### src/rtl/t9990_vram_port_if.sv
// Backend memory bus for t9990_vram_port: 16-bit valid/ready command channel plus read-data return.
// master = VRAM port (issues beats), slave = board VRAM controller.
interface t9990_vram_port_if;
  logic        MEM_VALID;
  logic        MEM_READY;
  logic        MEM_WE;
  logic        MEM_RD;
  logic        MEM_RFSH;
  logic [17:0] MEM_ADDR;
  logic [15:0] MEM_WDATA;
  logic [1:0]  MEM_BE;
  logic        MEM_RVALID;
  logic [15:0] MEM_RDATA;
  logic        MEM_ERR;

  modport master (
    output MEM_VALID, MEM_WE, MEM_RD, MEM_RFSH, MEM_ADDR, MEM_WDATA, MEM_BE, MEM_ERR,
    input  MEM_READY, MEM_RVALID, MEM_RDATA
  );

  modport slave (
    input  MEM_VALID, MEM_WE, MEM_RD, MEM_RFSH, MEM_ADDR, MEM_WDATA, MEM_BE, MEM_ERR,
    output MEM_READY, MEM_RVALID, MEM_RDATA
  );
endinterface

### src/rtl/t9990_vram_port.sv
// VDP RAM responder: slot strobes, one command per slot, serviced as 16-bit backend beats.
// Optional per-beat stall abort enabled by defining T9990_VRAM_TIMEOUT_EN.
module t9990_vram_port #(
  parameter int unsigned SLOT_DIV = 4,
  parameter int unsigned TIMEOUT  = 64
) (
  input  logic        CLK,
  input  logic        RESET_n,
  input  logic        CLK_21M_EN,
  output logic        RAM_REQ,
  input  logic        RAM_OE_n,
  input  logic        RAM_WE_n,
  input  logic        RAM_RFSH_n,
  input  logic [18:0] RAM_ADDR,
  input  logic [31:0] RAM_DIN,
  input  logic [1:0]  RAM_DIN_SIZE,
  output logic [31:0] RAM_DOUT,
  output logic        RAM_ACK_n,
  output logic        SLOT_MISS,
  t9990_vram_port_if.master mem
);

  typedef enum logic [2:0] {
    S_IDLE, S_B0, S_WAIT0, S_B1, S_WAIT1, S_RF, S_DONE
  } state_t;

  state_t      state_q, state_d;
  logic [3:0]  slot_cnt_q, slot_cnt_d;
  logic        slot_q, slot_d;
  logic        wr_q, wr_d;
  logic        byte_q, byte_d;
  logic [18:0] addr_q, addr_d;
  logic [31:0] din_q, din_d;
  logic [15:0] lo_q, lo_d;
  logic [31:0] dout_q, dout_d;
  logic [16:0] word;

  assign word = addr_q[18:2];

  // Slot pulse is registered so RAM_REQ/SLOT_MISS decode from flops only.
  always_comb begin
    slot_cnt_d = slot_cnt_q;
    slot_d     = 1'b0;
    if (CLK_21M_EN) begin
      if (slot_cnt_q == 4'(SLOT_DIV - 1)) begin
        slot_cnt_d = '0;
        slot_d     = 1'b1;
      end else begin
        slot_cnt_d = slot_cnt_q + 4'd1;
      end
    end
  end

  assign RAM_REQ   = slot_q && (state_q == S_IDLE);
  assign SLOT_MISS = slot_q && (state_q != S_IDLE);
  assign RAM_ACK_n = (state_q != S_DONE);
  assign RAM_DOUT  = dout_q;

`ifdef T9990_VRAM_TIMEOUT_EN
  localparam int unsigned TW = $clog2(TIMEOUT + 1);
  logic [TW-1:0] tmo_q, tmo_d;
  logic          err_q, err_d;
  logic          stall, abort;

  always_comb begin
    stall = (((state_q == S_B0) || (state_q == S_B1) || (state_q == S_RF)) && !mem.MEM_READY) ||
            (((state_q == S_WAIT0) || (state_q == S_WAIT1)) && !mem.MEM_RVALID);
    abort = stall && (tmo_q == TW'(TIMEOUT - 1));
    tmo_d = (stall && !abort) ? tmo_q + 1'b1 : '0;
    err_d = abort;
  end

  assign mem.MEM_ERR = err_q;
`else
  assign mem.MEM_ERR = 1'b0;
`endif

  always_comb begin
    state_d = state_q;
    wr_d    = wr_q;
    byte_d  = byte_q;
    addr_d  = addr_q;
    din_d   = din_q;
    lo_d    = lo_q;
    dout_d  = dout_q;
    case (state_q)
      S_IDLE: begin
        if (RAM_REQ) begin
          if (!RAM_WE_n || !RAM_OE_n) begin
            state_d = S_B0;
            wr_d    = !RAM_WE_n;
            byte_d  = (RAM_DIN_SIZE == 2'd0);
            addr_d  = RAM_ADDR;
            din_d   = RAM_DIN;
          end else if (!RAM_RFSH_n) begin
            state_d = S_RF;
          end
        end
      end
      S_B0: begin
        if (mem.MEM_READY) state_d = !wr_q ? S_WAIT0 : (byte_q ? S_DONE : S_B1);
      end
      S_WAIT0: begin
        if (mem.MEM_RVALID) begin
          lo_d    = mem.MEM_RDATA;
          state_d = S_B1;
        end
      end
      S_B1: begin
        if (mem.MEM_READY) state_d = wr_q ? S_DONE : S_WAIT1;
      end
      S_WAIT1: begin
        if (mem.MEM_RVALID) begin
          dout_d  = {mem.MEM_RDATA, lo_q};
          state_d = S_DONE;
        end
      end
      S_RF: begin
        if (mem.MEM_READY) state_d = S_DONE;
      end
      S_DONE:  state_d = S_IDLE;
      default: state_d = S_IDLE;
    endcase
`ifdef T9990_VRAM_TIMEOUT_EN
    // Abort overrides any stalled beat; an aborted read reports all-ones data.
    if (abort) begin
      state_d = S_DONE;
      if (!wr_q && (state_q != S_RF)) dout_d = '1;
    end
`endif
  end

  always_comb begin
    mem.MEM_VALID = 1'b0;
    mem.MEM_WE    = 1'b0;
    mem.MEM_RD    = 1'b0;
    mem.MEM_RFSH  = 1'b0;
    mem.MEM_ADDR  = '0;
    mem.MEM_WDATA = '0;
    mem.MEM_BE    = '0;
    case (state_q)
      S_B0: begin
        mem.MEM_VALID = 1'b1;
        mem.MEM_WE    = wr_q;
        mem.MEM_RD    = !wr_q;
        if (wr_q && byte_q) begin
          mem.MEM_ADDR  = addr_q[18:1];
          mem.MEM_BE    = addr_q[0] ? 2'b10 : 2'b01;
          mem.MEM_WDATA = {din_q[7:0], din_q[7:0]};
        end else begin
          mem.MEM_ADDR  = {word, 1'b0};
          mem.MEM_BE    = 2'b11;
          mem.MEM_WDATA = wr_q ? din_q[15:0] : '0;
        end
      end
      S_B1: begin
        mem.MEM_VALID = 1'b1;
        mem.MEM_WE    = wr_q;
        mem.MEM_RD    = !wr_q;
        mem.MEM_ADDR  = {word, 1'b1};
        mem.MEM_BE    = 2'b11;
        mem.MEM_WDATA = wr_q ? din_q[31:16] : '0;
      end
      S_RF: begin
        mem.MEM_VALID = 1'b1;
        mem.MEM_RFSH  = 1'b1;
      end
      default: ;
    endcase
  end

  always_ff @(posedge CLK or negedge RESET_n) begin
    if (!RESET_n) begin
      state_q    <= S_IDLE;
      slot_cnt_q <= '0;
      slot_q     <= 1'b0;
      wr_q       <= 1'b0;
      byte_q     <= 1'b0;
      addr_q     <= '0;
      din_q      <= '0;
      lo_q       <= '0;
      dout_q     <= '0;
    end else begin
      state_q    <= state_d;
      slot_cnt_q <= slot_cnt_d;
      slot_q     <= slot_d;
      wr_q       <= wr_d;
      byte_q     <= byte_d;
      addr_q     <= addr_d;
      din_q      <= din_d;
      lo_q       <= lo_d;
      dout_q     <= dout_d;
    end
  end

`ifdef T9990_VRAM_TIMEOUT_EN
  always_ff @(posedge CLK or negedge RESET_n) begin
    if (!RESET_n) begin
      tmo_q <= '0;
      err_q <= 1'b0;
    end else begin
      tmo_q <= tmo_d;
      err_q <= err_d;
    end
  end
`endif

endmodule

### src/flat_wrapper.sv
// flat-port wrapper written by rule: the top's interface ports become plain ports
module t9990_vram_port_flat 
#(
  parameter int unsigned SLOT_DIV = 4,
  parameter int unsigned TIMEOUT  = 64
)
  (CLK, RESET_n, CLK_21M_EN, RAM_REQ, RAM_OE_n, RAM_WE_n, RAM_RFSH_n, RAM_ADDR, RAM_DIN, RAM_DIN_SIZE, RAM_DOUT, RAM_ACK_n, SLOT_MISS, mem_MEM_VALID, mem_MEM_WE, mem_MEM_RD, mem_MEM_RFSH, mem_MEM_ADDR, mem_MEM_WDATA, mem_MEM_BE, mem_MEM_ERR, mem_MEM_READY, mem_MEM_RVALID, mem_MEM_RDATA);
  t9990_vram_port_if mem_i ();
  input  logic CLK;
  input  logic RESET_n;
  input  logic CLK_21M_EN;
  output logic RAM_REQ;
  input  logic RAM_OE_n;
  input  logic RAM_WE_n;
  input  logic RAM_RFSH_n;
  input  logic [18:0] RAM_ADDR;
  input  logic [31:0] RAM_DIN;
  input  logic [1:0] RAM_DIN_SIZE;
  output logic [31:0] RAM_DOUT;
  output logic RAM_ACK_n;
  output logic SLOT_MISS;
  output wire logic [$bits(mem_i.MEM_VALID)-1:0] mem_MEM_VALID;
  output wire logic [$bits(mem_i.MEM_WE)-1:0] mem_MEM_WE;
  output wire logic [$bits(mem_i.MEM_RD)-1:0] mem_MEM_RD;
  output wire logic [$bits(mem_i.MEM_RFSH)-1:0] mem_MEM_RFSH;
  output wire logic [$bits(mem_i.MEM_ADDR)-1:0] mem_MEM_ADDR;
  output wire logic [$bits(mem_i.MEM_WDATA)-1:0] mem_MEM_WDATA;
  output wire logic [$bits(mem_i.MEM_BE)-1:0] mem_MEM_BE;
  output wire logic [$bits(mem_i.MEM_ERR)-1:0] mem_MEM_ERR;
  input wire logic [$bits(mem_i.MEM_READY)-1:0] mem_MEM_READY;
  input wire logic [$bits(mem_i.MEM_RVALID)-1:0] mem_MEM_RVALID;
  input wire logic [$bits(mem_i.MEM_RDATA)-1:0] mem_MEM_RDATA;
  assign mem_MEM_VALID = mem_i.MEM_VALID;
  assign mem_MEM_WE = mem_i.MEM_WE;
  assign mem_MEM_RD = mem_i.MEM_RD;
  assign mem_MEM_RFSH = mem_i.MEM_RFSH;
  assign mem_MEM_ADDR = mem_i.MEM_ADDR;
  assign mem_MEM_WDATA = mem_i.MEM_WDATA;
  assign mem_MEM_BE = mem_i.MEM_BE;
  assign mem_MEM_ERR = mem_i.MEM_ERR;
  assign mem_i.MEM_READY = mem_MEM_READY;
  assign mem_i.MEM_RVALID = mem_MEM_RVALID;
  assign mem_i.MEM_RDATA = mem_MEM_RDATA;
  t9990_vram_port #(.SLOT_DIV(SLOT_DIV), .TIMEOUT(TIMEOUT)) u_core (.CLK(CLK), .RESET_n(RESET_n), .CLK_21M_EN(CLK_21M_EN), .RAM_REQ(RAM_REQ), .RAM_OE_n(RAM_OE_n), .RAM_WE_n(RAM_WE_n), .RAM_RFSH_n(RAM_RFSH_n), .RAM_ADDR(RAM_ADDR), .RAM_DIN(RAM_DIN), .RAM_DIN_SIZE(RAM_DIN_SIZE), .RAM_DOUT(RAM_DOUT), .RAM_ACK_n(RAM_ACK_n), .SLOT_MISS(SLOT_MISS), .mem(mem_i));
endmodule
### config.mk
export PLATFORM = sky130hd
export DESIGN_NAME = t9990_vram_port_flat
export DESIGN_NICKNAME = d
export VERILOG_FILES = /design/src/rtl/t9990_vram_port_if.sv /design/src/rtl/t9990_vram_port.sv /design/src/flat_wrapper.sv
export SDC_FILE = /design/constraint.sdc
export NUM_CORES = 1
export LEC_CHECK = 0
export BUFFER_PORTS_ARGS = -buffer_cell sky130_fd_sc_hd__buf_2
export CAP_MARGIN = 10
export CORE_ASPECT_RATIO = 0.8
export CORE_MARGIN = 2
export CORE_UTILIZATION = 30
export CTS_BUF_LIST = sky130_fd_sc_hd__clkbuf_4
export DETAILED_ROUTE_END_ITERATION = 7
export SLEW_MARGIN = 20
export SYNTH_ARGS = -nofsm -noshare
export SYNTH_HDL_FRONTEND = slang
export SYNTH_SLANG_ARGS = --single-unit
### constraint.sdc
create_clock -name CLK -period 4.6 [get_ports CLK]
set_clock_uncertainty 0.05 [all_clocks]
set_input_delay 0.23 -clock CLK [delete_from_list [all_inputs] [get_ports CLK]]
set_output_delay 0.23 -clock CLK [all_outputs]
set_load 0.02 [all_outputs]
==> flow_summary_export.csv <==
group,metric,value,unit
sta,slew_viol_final,0,
route,num_vias,3527,
clocking,cts_root_buf,"clkbuf_4",
route,antenna_left,0,
worst_setup_path,endpoint_kind,"flop",
worst_setup_path,arrival,3.49,ns
layout,finalNonFillerCells,793,
hold_path,hold_depth,4,
grt,grt_usage,0.136,
power_and_ir_drop,total_power,3.56,mW
sta,finalWorstSetupSlack,1.48,ns
sta,finalSetupTns,0,ns
worst_setup_path,cp_num_buf_inv,2,
clocking,clkTransAtPathRegs,0.18,ns
route,dr.first_iter.drc_count,152,
placement,hpwl,7980,um
grt,grt_max_degree,63,
worst_setup_path,ff2ff_setup_slack,1.48,ns
grt,grt_pass1_wl,18400,um
placement,place.gp.congestion,0.779,
clocking,ctsResizeCount,0,
placement,port_buffers,151,
worst_setup_path,path_max_fanout,53,
worst_setup_path,path_class,"reg2reg",
clocking,clock_latency,0.48,ns
layout,drive_above_1_share,0.393,
sta,relSlewSlack,0.477,
sta,period_minus_slack,3.12,ns
worst_setup_path,slowest_stage,"dfrtp_1",
outcome,outcome,"finished, final reports clean",
layout,fin_util,0.418,
yosys,synthCells,353,
route,wl_per_cell,14.6,um
sta,whs,0.0515,ns
die,fp.dieH,117,um
clocking,clock_path_buffers,2,
layout,syn_to_final_growth,37.0,%
clocking,htreeDepth,3,
worst_setup_path,path_depth,5,
grt,overflow,0,
sta,setup_viol,0,
layout,final_nets,650,
clocking,numCtsBuffers,9,
yosys,ys_seq_elements,109,
power_and_ir_drop,p_leak,3.18,nW
hold_path,min_from,"RAM_OE_n",
power_and_ir_drop,max-vdd-ir-drop,0.173,mV
grt,grt_pass1_vias,3626,
placement,dp_cells,702,
job,cap_violations,0,
worst_setup_path,critPathTopFamily,"buffers and inverters",
yosys,synth_cell_types,37,
worst_setup_path,max_stage_delay,0.62,ns
yosys,syn_area,0.00479,mm2
layout,fin_area,0.00656,mm2
sta,grt_setup_unrepaired,"false",
yosys,syn-num-nets,431,
placement,dp_slack,1.67,ns
clocking,cts_tree,"built",
hold_path,min_path_type,"in2reg",
sta,hold_viol,0,
yosys,syn_avg_cell_area,13.6,um2
worst_setup_path,path_cells,"buf_4 -> nor3_4 -> nand3_4 -> o31ai_1 -> dlygate4sd3_1",
die,core,0.0157,mm2
worst_setup_path,start_kind,"flop",
route,drc_errors,0,
worst_setup_path,required,4.97,ns
die,fp.dieW,145,um
yosys,yosysSeqAreaShare,0.570,
route,drtPass1Iterations,4,
worst_setup_path,r2r_cells,5,
route,routed_wl,11500,um
worst_setup_path,rr_startpoint,"u_core.state_q[1]$_DFFE_PN0P_",
yosys,yosys_warnings,0,
clocking,cts_setup_buffers,0,
sta,period_share,0.678,
die,num_rows,41,
die,die_area,0.0170,mm2
hold_path,hold_end,"u_core.state_q[2]$_DFFE_PN0P_",
grt,antenna_found_initial,0,
die,start_util,0.305,
route,via_per_inst,4.45,
die,io_pins,153,
power_and_ir_drop,powerDensity,543,mW/mm2
clocking,clock_sinks,109,
worst_setup_path,worst_r2r_endpoint,"u_core.byte_q$_DFFE_PN0P_",
placement,placed_area,0.00570,mm2
sta,fmax,321,MHz
sta,worst_pin_slew,0.785,ns
-- flip-flops by register name, indices dropped and copies added (netlist names) --
name / flops
u_core.byte_q: 1
u_core.wr_q: 1
u_core.lo_q: 16
u_core.din_q: 32
u_core.slot_cnt_q: 4
u_core.RAM_DOUT: 32
u_core.state_q: 3
u_core.addr_q: 19
u_core.slot_q: 1
-- how the worst max path moves through the flow --
stage	startpoint	end
2_1_floorplan	u_core.state_q[0]$_DFFE_PN0P_	mem_MEM_WDATA[10]
3_3_place_gp	u_core.state_q[0]$_DFFE_PN0P_	mem_MEM_WDATA[7]
3_5_place_dp	u_core.state_q[0]$_DFFE_PN0P_	mem_MEM_WDATA[15]
4_1_cts	u_core.state_q[0]$_DFFE_PN0P_	mem_MEM_WDATA[15]
5_1_grt	u_core.state_q[1]$_DFFE_PN0P_	u_core.byte_q$_DFFE_PN0P_
6_report	u_core.state_q[1]$_DFFE_PN0P_	u_core.byte_q$_DFFE_PN0P_
-- Yosys cell counts --
master | number | share of area
mux2_1 | 50 | 0.12
ha_1 | 1 | 0.0026
nand2b_1 | 2 | 0.0026
nor3b_2 | 1 | 0.0026
conb_1 | 1 | 0.00078
buf_6 | 9 | 0.021
nand3b_1 | 2 | 0.0031
dfrtp_1 | 109 | 0.57
buf_4 | 2 | 0.0031
xnor2_1 | 1 | 0.0018
o31ai_1 | 3 | 0.0047
a222oi_1 | 5 | 0.010
buf_2 | 7 | 0.0073
nor4bb_1 | 1 | 0.0021
a22o_1 | 1 | 0.0018
mux2i_1 | 12 | 0.025
nand3_4 | 1 | 0.0037
o21ai_0 | 5 | 0.0052
a21boi_0 | 1 | 0.0016
inv_1 | 6 | 0.0047
clkbuf_1 | 3 | 0.0024
nor3_4 | 2 | 0.0068
nor3_2 | 1 | 0.0021
mux2_2 | 50 | 0.12
nand3_1 | 2 | 0.0021
nor2b_1 | 4 | 0.0052
and3_1 | 1 | 0.0013
o211ai_1 | 1 | 0.0016
a221oi_1 | 1 | 0.0018
nand4_1 | 2 | 0.0026
and2_1 | 18 | 0.024
nor2_1 | 26 | 0.020
nor3_1 | 3 | 0.0031
a31oi_1 | 1 | 0.0013
a21oi_1 | 6 | 0.0063
o21ai_1 | 1 | 0.0010
nand2_1 | 11 | 0.0086
-- tightest hold or removal path, cell delays in order --
cell,delay [ns]
buf_2,0.09
nand4_1,0.07
o211ai_1,0.10
mux2i_1,0.07
-- timing repair --
item,in CTS,in global routing
endpoints found under the setup margin,0,0
hold buffers,74,0
hold endpoints to repair,153,0
-- power breakdown --
part	switching [mW]	internal, mW
Clock	0.312	0.117
Combinational	0.764	0.696
Sequential	0.298	1.38
-- routing by layer --
metal	global-route usage	up-vias	part of all wire
li1	-	1671	-
met1	0.166	1774	0.43
met2	0.238	68	0.52
met3	0.0376	14	0.034
met4	0.0412	0	0.014
met5	0	-	0
-- cell usage in the layout (no fill, tap or decap), types with 6 or more instances in the layout --
master,n
inv_1,6
a21oi_1,6
mux2_1,50
mux2i_1,12
dlygate4sd3_1,74
mux2_2,50
buf_2,150
clkbuf_4,10
dfrtp_1,109
nand2_1,11
nor2_1,26
and2_1,18
-- final cells by class --
class	count	area [um2]
timing repair buffer	229	1530
tap	215	269
fill	1507	9140
antenna	1	2.50
clock buffer	10	75.1
sequential	109	2730
inverter	6	22.5
clock inverter	6	38.8
multi-input combinational	217	1890
-- cell families after synthesis --
logic type / synth area share
multiplexers: 0.260
flip-flops: 0.570
AND/OR/NAND/NOR: 0.0899
buffers and inverters: 0.0387
AO/OA/AOI/OAI: 0.0358
adder cells (fa/ha/maj): 0.00261
other: 0.000784
XOR/XNOR: 0.00183
(Power assumes the default switching activity.)
